**config.mk**
```make
export PLATFORM = sky130hd
export DESIGN_NAME = cdb_broadcast
export DESIGN_NICKNAME = d
export VERILOG_FILES = /design/src/rtl/types_pkg.sv /design/src/rtl/cdb_fu_buffer.sv /design/src/rtl/cdb_broadcast.sv
export SDC_FILE = /design/constraint.sdc
export NUM_CORES = 1
export LEC_CHECK = 0
export ABC_CLOCK_PERIOD_IN_PS = 24300
export CAP_MARGIN = 10
export CORE_UTILIZATION = 51
export DETAILED_ROUTE_END_ITERATION = 8
export GPL_ROUTABILITY_DRIVEN = 0
export PLACE_DENSITY = 0.75
export REMOVE_ABC_BUFFERS = 1
export SLEW_MARGIN = 20
export SYNTH_ARGS = -nofsm -noshare
export SYNTH_HDL_FRONTEND = slang
export SYNTH_SLANG_ARGS = --single-unit
```
**constraint.sdc**
```tcl
create_clock -name clk -period 24.3 [get_ports clk]
set_input_delay 4.86 -clock clk [delete_from_list [all_inputs] [get_ports clk]]
set_output_delay 4.86 -clock clk [all_outputs]
set_load 0.02 [all_outputs]
```
**src/rtl/types_pkg.sv**
```systemverilog
// Shared types for the writeback / common-data-bus stage: result-buffer entry
// layout, sizing constants and ROB age arithmetic.
package types_pkg;

  localparam int CDB_NUM_FU    = 3;
  localparam int CDB_BUF_DEPTH = 2;
  localparam int CDB_ROB_W     = 5;

  typedef struct packed {
    logic                 valid;
    logic [7:0]           pd;
    logic [CDB_ROB_W-1:0] rob_index;
    logic [31:0]          result;
  } cdb_entry_t;

  // Distance of a tag from the ROB head; larger means younger.
  function automatic logic [CDB_ROB_W-1:0] rob_age(input logic [CDB_ROB_W-1:0] tag,
                                                   input logic [CDB_ROB_W-1:0] head);
    return tag - head;
  endfunction

endpackage

```
**src/rtl/cdb_fu_buffer.sv**
```systemverilog
// Per-FU completion FIFO. Entries stay packed at the low slots; a mispredict
// removes entries younger than the branch and the survivors close up in order.
module cdb_fu_buffer
  import types_pkg::*;
#(
  parameter int DEPTH = CDB_BUF_DEPTH
) (
  input  logic                 clk,
  input  logic                 reset,
  input  logic                 push,
  input  cdb_entry_t           push_entry,
  input  logic                 pop,
  input  logic                 flush,
  input  logic [CDB_ROB_W-1:0] flush_age,
  input  logic [CDB_ROB_W-1:0] rob_head,
  output cdb_entry_t           head,
  output logic                 full
);

  cdb_entry_t entries [DEPTH];
  cdb_entry_t kept    [DEPTH];
  cdb_entry_t nxt     [DEPTH];
  logic       push_ok;
  int         n_kept;
  int         n_after;

  // Survivors of the flush are gathered in order, then the popped head is
  // shifted out and the incoming completion lands behind the last survivor.
  always_comb begin
    for (int j = 0; j < DEPTH; j++) kept[j] = '0;
    n_kept = 0;
    for (int i = 0; i < DEPTH; i++) begin
      if (entries[i].valid &&
          !(flush && (rob_age(entries[i].rob_index, rob_head) > flush_age))) begin
        for (int j = 0; j < DEPTH; j++) begin
          if (j == n_kept) kept[j] = entries[i];
        end
        n_kept = n_kept + 1;
      end
    end
    push_ok = push && !(flush && (rob_age(push_entry.rob_index, rob_head) > flush_age));
    n_after = (pop && (n_kept > 0)) ? n_kept - 1 : n_kept;
    for (int j = 0; j < DEPTH; j++) begin
      nxt[j] = '0;
      for (int i = 0; i < DEPTH; i++) begin
        if (i == j + (pop ? 1 : 0)) nxt[j] = kept[i];
      end
      if (push_ok && (j == n_after)) nxt[j] = push_entry;
    end
  end

  always_ff @(posedge clk or posedge reset) begin
    if (reset) begin
      for (int j = 0; j < DEPTH; j++) entries[j] <= '0;
    end else begin
      for (int j = 0; j < DEPTH; j++) entries[j] <= nxt[j];
    end
  end

  assign head = kept[0];
  assign full = entries[DEPTH-1].valid;

endmodule

```
**src/rtl/cdb_broadcast.sv**
```systemverilog
// Common-data-bus writeback: buffers FU completions, arbitrates them round-robin
// onto one registered result bus and maintains the physical-register ready table.
module cdb_broadcast
  import types_pkg::*;
#(
  parameter int NUM_FU    = CDB_NUM_FU,
  parameter int BUF_DEPTH = CDB_BUF_DEPTH,
  parameter int PREG_W    = 7,
  parameter int ROB_W     = CDB_ROB_W
) (
  input  logic                           clk,
  input  logic                           reset,
  input  logic [NUM_FU-1:0]              fu_valid,
  input  logic [NUM_FU-1:0][7:0]         fu_pd,
  input  logic [NUM_FU-1:0][ROB_W-1:0]   fu_rob_index,
  input  logic [NUM_FU-1:0][31:0]        fu_result,
  output logic [NUM_FU-1:0]              fu_accept,
  input  logic                           alloc_valid,
  input  logic [7:0]                     alloc_pd,
  input  logic                           mispredict,
  input  logic [ROB_W-1:0]               mispredict_tag,
  input  logic [ROB_W-1:0]               rob_head,
  output logic [7:0]                     ps_in,
  output logic                           ps_ready,
  output logic [ROB_W-1:0]               cdb_rob_index,
  output logic [31:0]                    cdb_result,
  output logic [(1<<PREG_W)-1:0]         preg_rtable
);

  localparam int FU_W = (NUM_FU > 1) ? $clog2(NUM_FU) : 1;

  logic [NUM_FU-1:0]      full;
  logic [NUM_FU-1:0]      push;
  logic [NUM_FU-1:0]      pop;
  cdb_entry_t             heads [NUM_FU];
  logic [ROB_W-1:0]       flush_age;
  logic [FU_W-1:0]        rr_ptr;
  logic [FU_W-1:0]        rr_next;
  logic [FU_W-1:0]        grant_idx;
  logic                   grant_found;
  cdb_entry_t             grant_entry;
  logic [(1<<PREG_W)-1:0] rtable_next;

  assign flush_age = rob_age(mispredict_tag, rob_head);

  for (genvar i = 0; i < NUM_FU; i++) begin : g_buf
    cdb_entry_t in_entry;

    // Completions to p0 are acknowledged but never stored.
    assign in_entry     = '{valid: 1'b1, pd: fu_pd[i], rob_index: fu_rob_index[i],
                            result: fu_result[i]};
    assign fu_accept[i] = ~full[i];
    assign push[i]      = fu_valid[i] & ~full[i] & (fu_pd[i] != 8'd0);
    assign pop[i]       = grant_found & (grant_idx == FU_W'(i));

    cdb_fu_buffer #(.DEPTH(BUF_DEPTH)) u_buf (
      .clk        (clk),
      .reset      (reset),
      .push       (push[i]),
      .push_entry (in_entry),
      .pop        (pop[i]),
      .flush      (mispredict),
      .flush_age  (flush_age),
      .rob_head   (rob_head),
      .head       (heads[i]),
      .full       (full[i])
    );
  end

  always_comb begin
    grant_found = 1'b0;
    grant_idx   = '0;
    grant_entry = '0;
    for (int off = 0; off < NUM_FU; off++) begin
      for (int i = 0; i < NUM_FU; i++) begin
        if (!grant_found && heads[i].valid && (i == (int'(rr_ptr) + off) % NUM_FU)) begin
          grant_found = 1'b1;
          grant_idx   = FU_W'(i);
          grant_entry = heads[i];
        end
      end
    end
    rr_next = FU_W'((int'(grant_idx) + 1) % NUM_FU);
  end

  // An allocation in the same cycle as a broadcast of that preg leaves it not-ready.
  always_comb begin
    rtable_next = preg_rtable;
    if (grant_found && ((grant_entry.pd >> PREG_W) == 8'd0))
      rtable_next[grant_entry.pd[PREG_W-1:0]] = 1'b1;
    if (alloc_valid && (alloc_pd != 8'd0) && ((alloc_pd >> PREG_W) == 8'd0))
      rtable_next[alloc_pd[PREG_W-1:0]] = 1'b0;
  end

  always_ff @(posedge clk or posedge reset) begin
    if (reset) begin
      rr_ptr        <= '0;
      ps_ready      <= 1'b0;
      ps_in         <= '0;
      cdb_rob_index <= '0;
      cdb_result    <= '0;
      preg_rtable   <= '1;
    end else begin
      ps_ready    <= grant_entry.valid;
      preg_rtable <= rtable_next;
      if (grant_found) begin
        rr_ptr        <= rr_next;
        ps_in         <= grant_entry.pd;
        cdb_rob_index <= grant_entry.rob_index;
        cdb_result    <= grant_entry.result;
      end
    end
  end

endmodule
```
==> out/summary.txt, run 1 <==
unrepaired setup endpoints after global routing -> no
Setup violations, final -> 0
synthesized flop and latch total -> 452
Critical Path Fanout Max -> 87
largest area contributor in the netlist -> dfrtp_1
clock latency on the worst-skew pair -> 0.61 ns
drt drc -> 0
critical path type -> in -> reg
async set or reset register ratio after synthesis -> 100%
Pleak -> 12.4 nW
H-tree levels -> 2
Worst EP required -> 24.77 ns
Routed wire per std cell -> 24.8 um
Syn Area/Cell -> 10.5 sq um
CP Launch Type -> primary input
status -> finished, final reports clean
Slew HR -> 23.3%
WL final -> 80.3 mm
FMAX -> 80.3 MHz
Max Transition Viols Final -> 0
DRT iter0 DRCs -> 2433
synth top area cells -> dfrtp_1 33%, dfstp_2 14%, a22o_1 11%
vias -> 21700
CTS root buf -> clkbuf_16
R2R Setup Slk -> 16.76 ns
Post-Synthesis Cells -> 2344
Post-Syn Area -> 24600 sq um
synth unique cells -> 75
vias in the first global route -> 21500
Die W -> 222 um
shortest period the worst path allows -> 12.46 ns
fill cell count -> 3786
WHS -> 0.468 ns
CTS resizes -> 0
post-synthesis compound-gate area fraction -> 27.3%
EDFF count, synth -> 0
synthesis-to-finish area growth -> 22.5%
cell count of the worst reg-to-reg path -> 27
GRT overflow -> 0
Yosys top cell area share -> 32.9%
router iterations before antenna repair -> 8
postcts setup bufs -> 0
final non-filler cell total -> 3236
clock slew at reported path FFs -> 0.06 ns
mux contribution to synthesized area -> 6.44%
first-pass GRT wire length -> 125 mm
Initial Utilization -> 51.6%
Die Ht -> 222 um
IO buf count -> 336
main combinational cell family by area after synthesis -> compound AO/OA/AOI/OAI gates
critical path arrival -> 12.93 ns
largest net degree at the start of global routing -> 140
max-cap viol count -> 0
maximum ir drop on the vdd rail -> 0.161 mV
cell depth of the worst hold path -> 2
PD cells -> 144 nW/um^2
Post-Synth XOR/XNOR Area -> 1.74%
synth warn -> 0
number of cell rows -> 80
final hold violation count -> 0
Most used DFF post-synth -> dfrtp_1
Post-Synth Simple-Gate Area -> 9.02%
Tot Pwr -> 0.00433 W
setup TNS -> 0 ns
core area -> 47700 sq um
CTS Buffer Depth -> 3
num ports -> 337
number of antenna violations at the first check in global routing -> 15
hold crit path type -> reg -> reg
Antenna Nets Post-Route -> 0
Clock Skew -> 0.0238 ns
Vias/cell -> 6.70
# placed instances -> 3139
Clock Sinks -> 452
Synth Area in Adders -> 5.10%
Seq/Total Area, Yosys -> 46.5%
Crit. End Element -> flop
count leader, synth -> dfrtp_1
period utilization -> 51.3%
Total Routing Usage GR -> 32.2%
hold buffers post-CTS -> 0
Final #Nets -> 2828
total die area -> 49200 sq um
CTS tree -> built
share of layout cells above drive strength 1 -> 17.3%
clock buffer count from CTS -> 49
detailed placer's ending HPWL -> 53.8 mm
Worst-Margin Slew -> 1.15 ns
synth cell count leaders -> 324 x dfrtp_1, 307 x a22o_1, 191 x o21ai_0
==> kinds of logic after synthesis <==
| kind of cell | count (synthesis) |
|---|---|
| compound gates | 889 |
| flops | 452 |
| xor+xnor | 49 |
| fa+ha+maj | 95 |
| mux | 142 |
| buf+inv | 246 |
| simple gates | 471 |
==> final timing paths <==
check                                                       endpoint                                  from
worst max-delay path            g_buf[2].u_buf.entries[68]$_DFF_PP0_                           rob_head[0]
worst min register to register            preg_rtable[116]$_DFF_PP1_            preg_rtable[116]$_DFF_PP1_
min in group asynchronous                       ps_in[2]$_DFFE_PP0N_                                 reset
worst min-delay path                      preg_rtable[116]$_DFF_PP1_            preg_rtable[116]$_DFF_PP1_
max in group asynchronous       g_buf[0].u_buf.entries[46]$_DFF_PP0_                                 reset
worst max register to register  g_buf[2].u_buf.entries[68]$_DFF_PP0_  g_buf[2].u_buf.entries[78]$_DFF_PP0_
==> flip-flops by register name, indices dropped and copies added, names as in the netlist <==
signal	cells
ps_ready	1
cdb_result	32
rr_ptr	2
g_buf.u_buf.entries	273
cdb_rob_index	5
g_buf.u_buf.full	3
preg_rtable	128
ps_in	8
==> cell usage in the layout (no fill, tap or decap), types with 50 or more instances in the layout <==
cell type and count:
a22o_1 307, nand2_1 115, dfstp_2 128, o41ai_1 79
mux2_2 132, dfrtp_1 324, clkdlybuf4s50_1 336, o21ai_0 190
a21oi_1 90, nor2_1 170, clkbuf_16 50, ha_1 82
==> per-stage QoR <==
stage	worst slack, ns	cell area, sq um	util [%]
after global routing	11.44	30200	63.2
after detailed placement	11.38	28600	59.8
after CTS	11.97	30100	63.1
after global placement	11.55	28500	59.6
final	11.84	30200	63.2
after floorplan	5.60	23900	-
==> power by group <==
group	switching [W]	leakage (nW)	internal, W
logic	0.00157	5.99	0.000883
registers	0.000146	5.68	0.00100
clock network	0.000311	0.772	0.000421
total	0.00203	12.4	0.00231
==> per-layer routing <==
metal | GRT usage [%] | share of wire (%)
met1 | 43.0 | 41
met2 | 51.8 | 47
met3 | 6.76 | 9.3
met4 | 11.8 | 3.4
met5 | 0 | 0.15
==> worst max-delay path, cell delays in order <==
cell	delay [ns]
clkdlybuf4s50_1	0.87
ha_1	0.27
inv_1	0.05
fa_1	0.40
a21o_1	0.20
a21oi_1	0.24
xnor2_1	0.11
buf_4	0.19
ha_1	0.30
nand4_1	0.07
nor2_1	0.15
a21oi_1	0.06
maj3_1	0.39
o21ai_4	0.13
buf_4	0.56
inv_2	0.29
nand2_1	0.25
o211ai_2	0.19
inv_2	0.70
ha_1	0.28
inv_1	0.08
a311oi_4	0.20
buf_4	0.77
a21oi_1	0.20
mux2i_1	0.29
nor2_4	0.04
buf_4	0.35
mux2_2	0.36
==> area by class of cell <==
type,instances,area [sq um],area share (%)
diodes,8,20.0,0.0663
clock buffers,77,1450,4.81
clock inverters,11,118,0.390
inverters,51,199,0.659
multi-input cells,1646,12400,41.1
flip-flops and latches,452,11500,38.0
well taps,615,769,2.55
repair buffers,376,3750,12.4
(Power assumes the default switching activity.)
==> run 2, diff against run 1 <==
Settings changed: ABC_CLOCK_PERIOD_IN_PS 24300 to 10600, CORE_UTILIZATION 51 to 50, PLACE_DENSITY 0.75 to 0.77.
Clock period 24.3 ns to 10.6 ns, I/O delays scaled along.
==> run 2 against run 1 <==
Worst hold slack improved by 0.019 ns. Cell area up 0.35%. Clock power grew 140%. Sequential share of layout area shrank 0.13 points. Setup slack worse by 10 ns. Combinational power up 130%. Critical path type unchanged. Critical endpoint is now preg_rtable[77]$_DFF_PP1_. Highest routed layer unchanged.
==> out/summary.txt, run 2 (synthesis gave the netlist of run 1 again) <==
status -> finished, final reports clean
Pleak -> 12.5 nW (+0.38%)
Initial Utilization -> 51.2% (-0.43 points)
number of antenna violations at the first check in global routing -> 14 (-1)
Routed wire per std cell -> 25.2 um (+1.4%)
Worst-Margin Slew -> 1.11 ns (-0.0376 ns)
DRT iter0 DRCs -> 2630 (+8.1%)
clock latency on the worst-skew pair -> 0.60 ns (about the same)
largest net degree at the start of global routing -> 92 (-34%)
hold wc startpoint -> ps_in[6]$_DFFE_PP0N_
R2R Path End -> preg_rtable[77]$_DFF_PP1_
Max Transition Viols Final -> 0 (unchanged)
synthesis-to-finish area growth -> 22.9%
clock buffer count from CTS -> 47 (-4.1%)
Crit. End Element -> flop
unrepaired setup endpoints after global routing -> no
Total Routing Usage GR -> 32.5% (+0.26 points)
core area -> 48100 sq um (+0.84%)
Die Ht -> 224 um (+0.99%)
reg2reg start -> g_buf[2].u_buf.entries[78]$_DFF_PP0_
GRT overflow -> 0 (unchanged)
Final #Nets -> 2833 (+0.18%)
fill cell count -> 3818 (+0.85%)
vias in the first global route -> 21800 (+1.6%)
cell depth of the worst hold path -> 2 (unchanged)
most common cell after layout, fill and taps aside -> clkdlybuf4s50_1
Critical Path Fanout Max -> 49 (-44%)
critical path arrival -> 9.49 ns (-3.44 ns)
Setup WS pre-CTS -> 1.19 ns (-10.20 ns)
Largest regs -> g_buf.u_buf.entries (273), preg_rtable (128), cdb_result (32)
FMAX -> 111 MHz
num ports -> 337 (unchanged)
clock slew at reported path FFs -> 0.06 ns (about the same)
Setup violations, final -> 0 (unchanged)
period utilization -> 85.3%
Worst EP required -> 11.05 ns (-13.72 ns)
Clock Skew -> 0.0227 ns (-0.00104 ns)
CTS root buf -> clkbuf_16
R2R Setup Slk -> 3.96 ns (-12.80 ns)
hold crit path type -> reg -> reg
Slew HR -> 25.8% (+2.5 points)
setup slack after layout -> 1.56 ns (-10.28 ns)
Tot Pwr -> 0.0101 W (+130%)
share of layout cells above drive strength 1 -> 17.5% (+0.23 points)
max-cap viol count -> 0 (unchanged)
CTS Buffer Depth -> 3 (unchanged)
Largest register FFs -> 273 (unchanged)
vias -> 22000 (+1.5%)
Reg with most FFs -> g_buf.u_buf.entries
maximum ir drop on the vdd rail -> 0.274 mV (+70%)
critical path type -> in -> reg
total die area -> 50200 sq um (+2.0%)
CTS tree -> built
Antenna Nets Post-Route -> 0 (unchanged)
hold buffers post-CTS -> 0 (unchanged)
number of cell rows -> 80 (unchanged)
final hold violation count -> 0 (unchanged)
WL final -> 82.5 mm (+2.8%)
drt drc -> 0 (unchanged)
cell count of the worst reg-to-reg path -> 20 (-26%)
Vias/cell -> 6.71 (+0.15%)
router iterations before antenna repair -> 6 (-2)
CP Launch Type -> primary input
shortest period the worst path allows -> 9.04 ns
IO buf count -> 336 (unchanged)
postcts setup bufs -> 0 (unchanged)
first-pass GRT wire length -> 128 mm (+2.3%)
Die W -> 224 um (+0.99%)
detailed placer's ending HPWL -> 55.3 mm (+2.9%)
Sequential Area -> 11500 sq um (unchanged)
area occupied by multi-input gates -> 12400 sq um (about the same)
Clock Sinks -> 452 (unchanged)
CTS resizes -> 0 (unchanged)
PD cells -> 332 nW/um^2 (+130%)
H-tree levels -> 2 (unchanged)
most frequent cells in the layout -> 336 x clkdlybuf4s50_1, 324 x dfrtp_1, 307 x a22o_1
Hold Path End -> ps_in[6]$_DFFE_PP0N_
-- run 2: worst max-delay path by stage --
stage                       from                                    to  slack [ns]
4_1_cts        mispredict_tag[0]             preg_rtable[51]$_DFF_PP1_        1.76
5_1_grt        mispredict_tag[0]  g_buf[0].u_buf.entries[20]$_DFF_PP0_        1.18
3_5_place_dp   mispredict_tag[0]             preg_rtable[19]$_DFF_PP1_        1.19
3_3_place_gp   mispredict_tag[0]             preg_rtable[93]$_DFF_PP1_        1.41
2_1_floorplan        rob_head[1]         g_buf[2].u_buf.full$_DFF_PP0_       -5.36
6_report       mispredict_tag[0]             preg_rtable[77]$_DFF_PP1_        1.56
-- run 2: worst max-delay path, stage by stage --
cell and delay, ns:
clkdlybuf4s50_1 0.90, inv_1 0.10, ha_1 0.24, inv_1 0.07, fa_1 0.21, a21o_1 0.13, a21oi_1 0.11, xnor2_1 0.86
ha_1 0.28, nand4_1 0.08, nor2_1 0.16, a21oi_1 0.06, maj3_1 0.39, o21ai_4 0.16, buf_4 0.55, nor2_4 0.27
a22o_1 0.32, o311a_1 0.34, nor3_2 0.59, nand3_1 0.82, o41ai_1 0.70
-- run 2: per-stage QoR --
step / instances / TNS, ns / area [sq um] / hold WS [ns] / util [%]
2_1_floorplan: 2149 / -1687.06 / 23900 / 0.478 / -
3_3_place_gp: 3187 / 0 / 28600 / 0.458 / 59.5
5_1_grt: 3276 / 0 / 30300 / 0.510 / 62.9
4_1_cts: 3274 / 0 / 30300 / 0.484 / 62.8
6_report: 3280 / 0 / 30300 / 0.487 / 62.9
3_5_place_dp: 3187 / 0 / 28600 / 0.469 / 59.5
-- run 2: layout make-up --
cell class | count | share of cell area (%)
inverters | 51 | 0.657
flip-flops and latches | 452 | 37.9
diodes | 5 | 0.0413
clock buffers | 73 | 4.67
clock inverters | 14 | 0.648
well taps | 656 | 2.71
multi-input cells | 1646 | 40.9
repair buffers | 383 | 12.5
-- run 2: metal layers --
layer	up-vias	wire, um	global-route usage [%]
met1	11000	32100	42.6
met5	-	128	0
met2	1318	38600	52.0
met3	234	8590	7.48
met4	20	3200	12.9
li1	9423	-	-
-- run 2: power by group --
group          internal (W)  leakage, nW  switching [W]
Sequential          0.00230         5.68       0.000347
Combinational       0.00204         6.01        0.00363
Clock               0.00102        0.794       0.000718
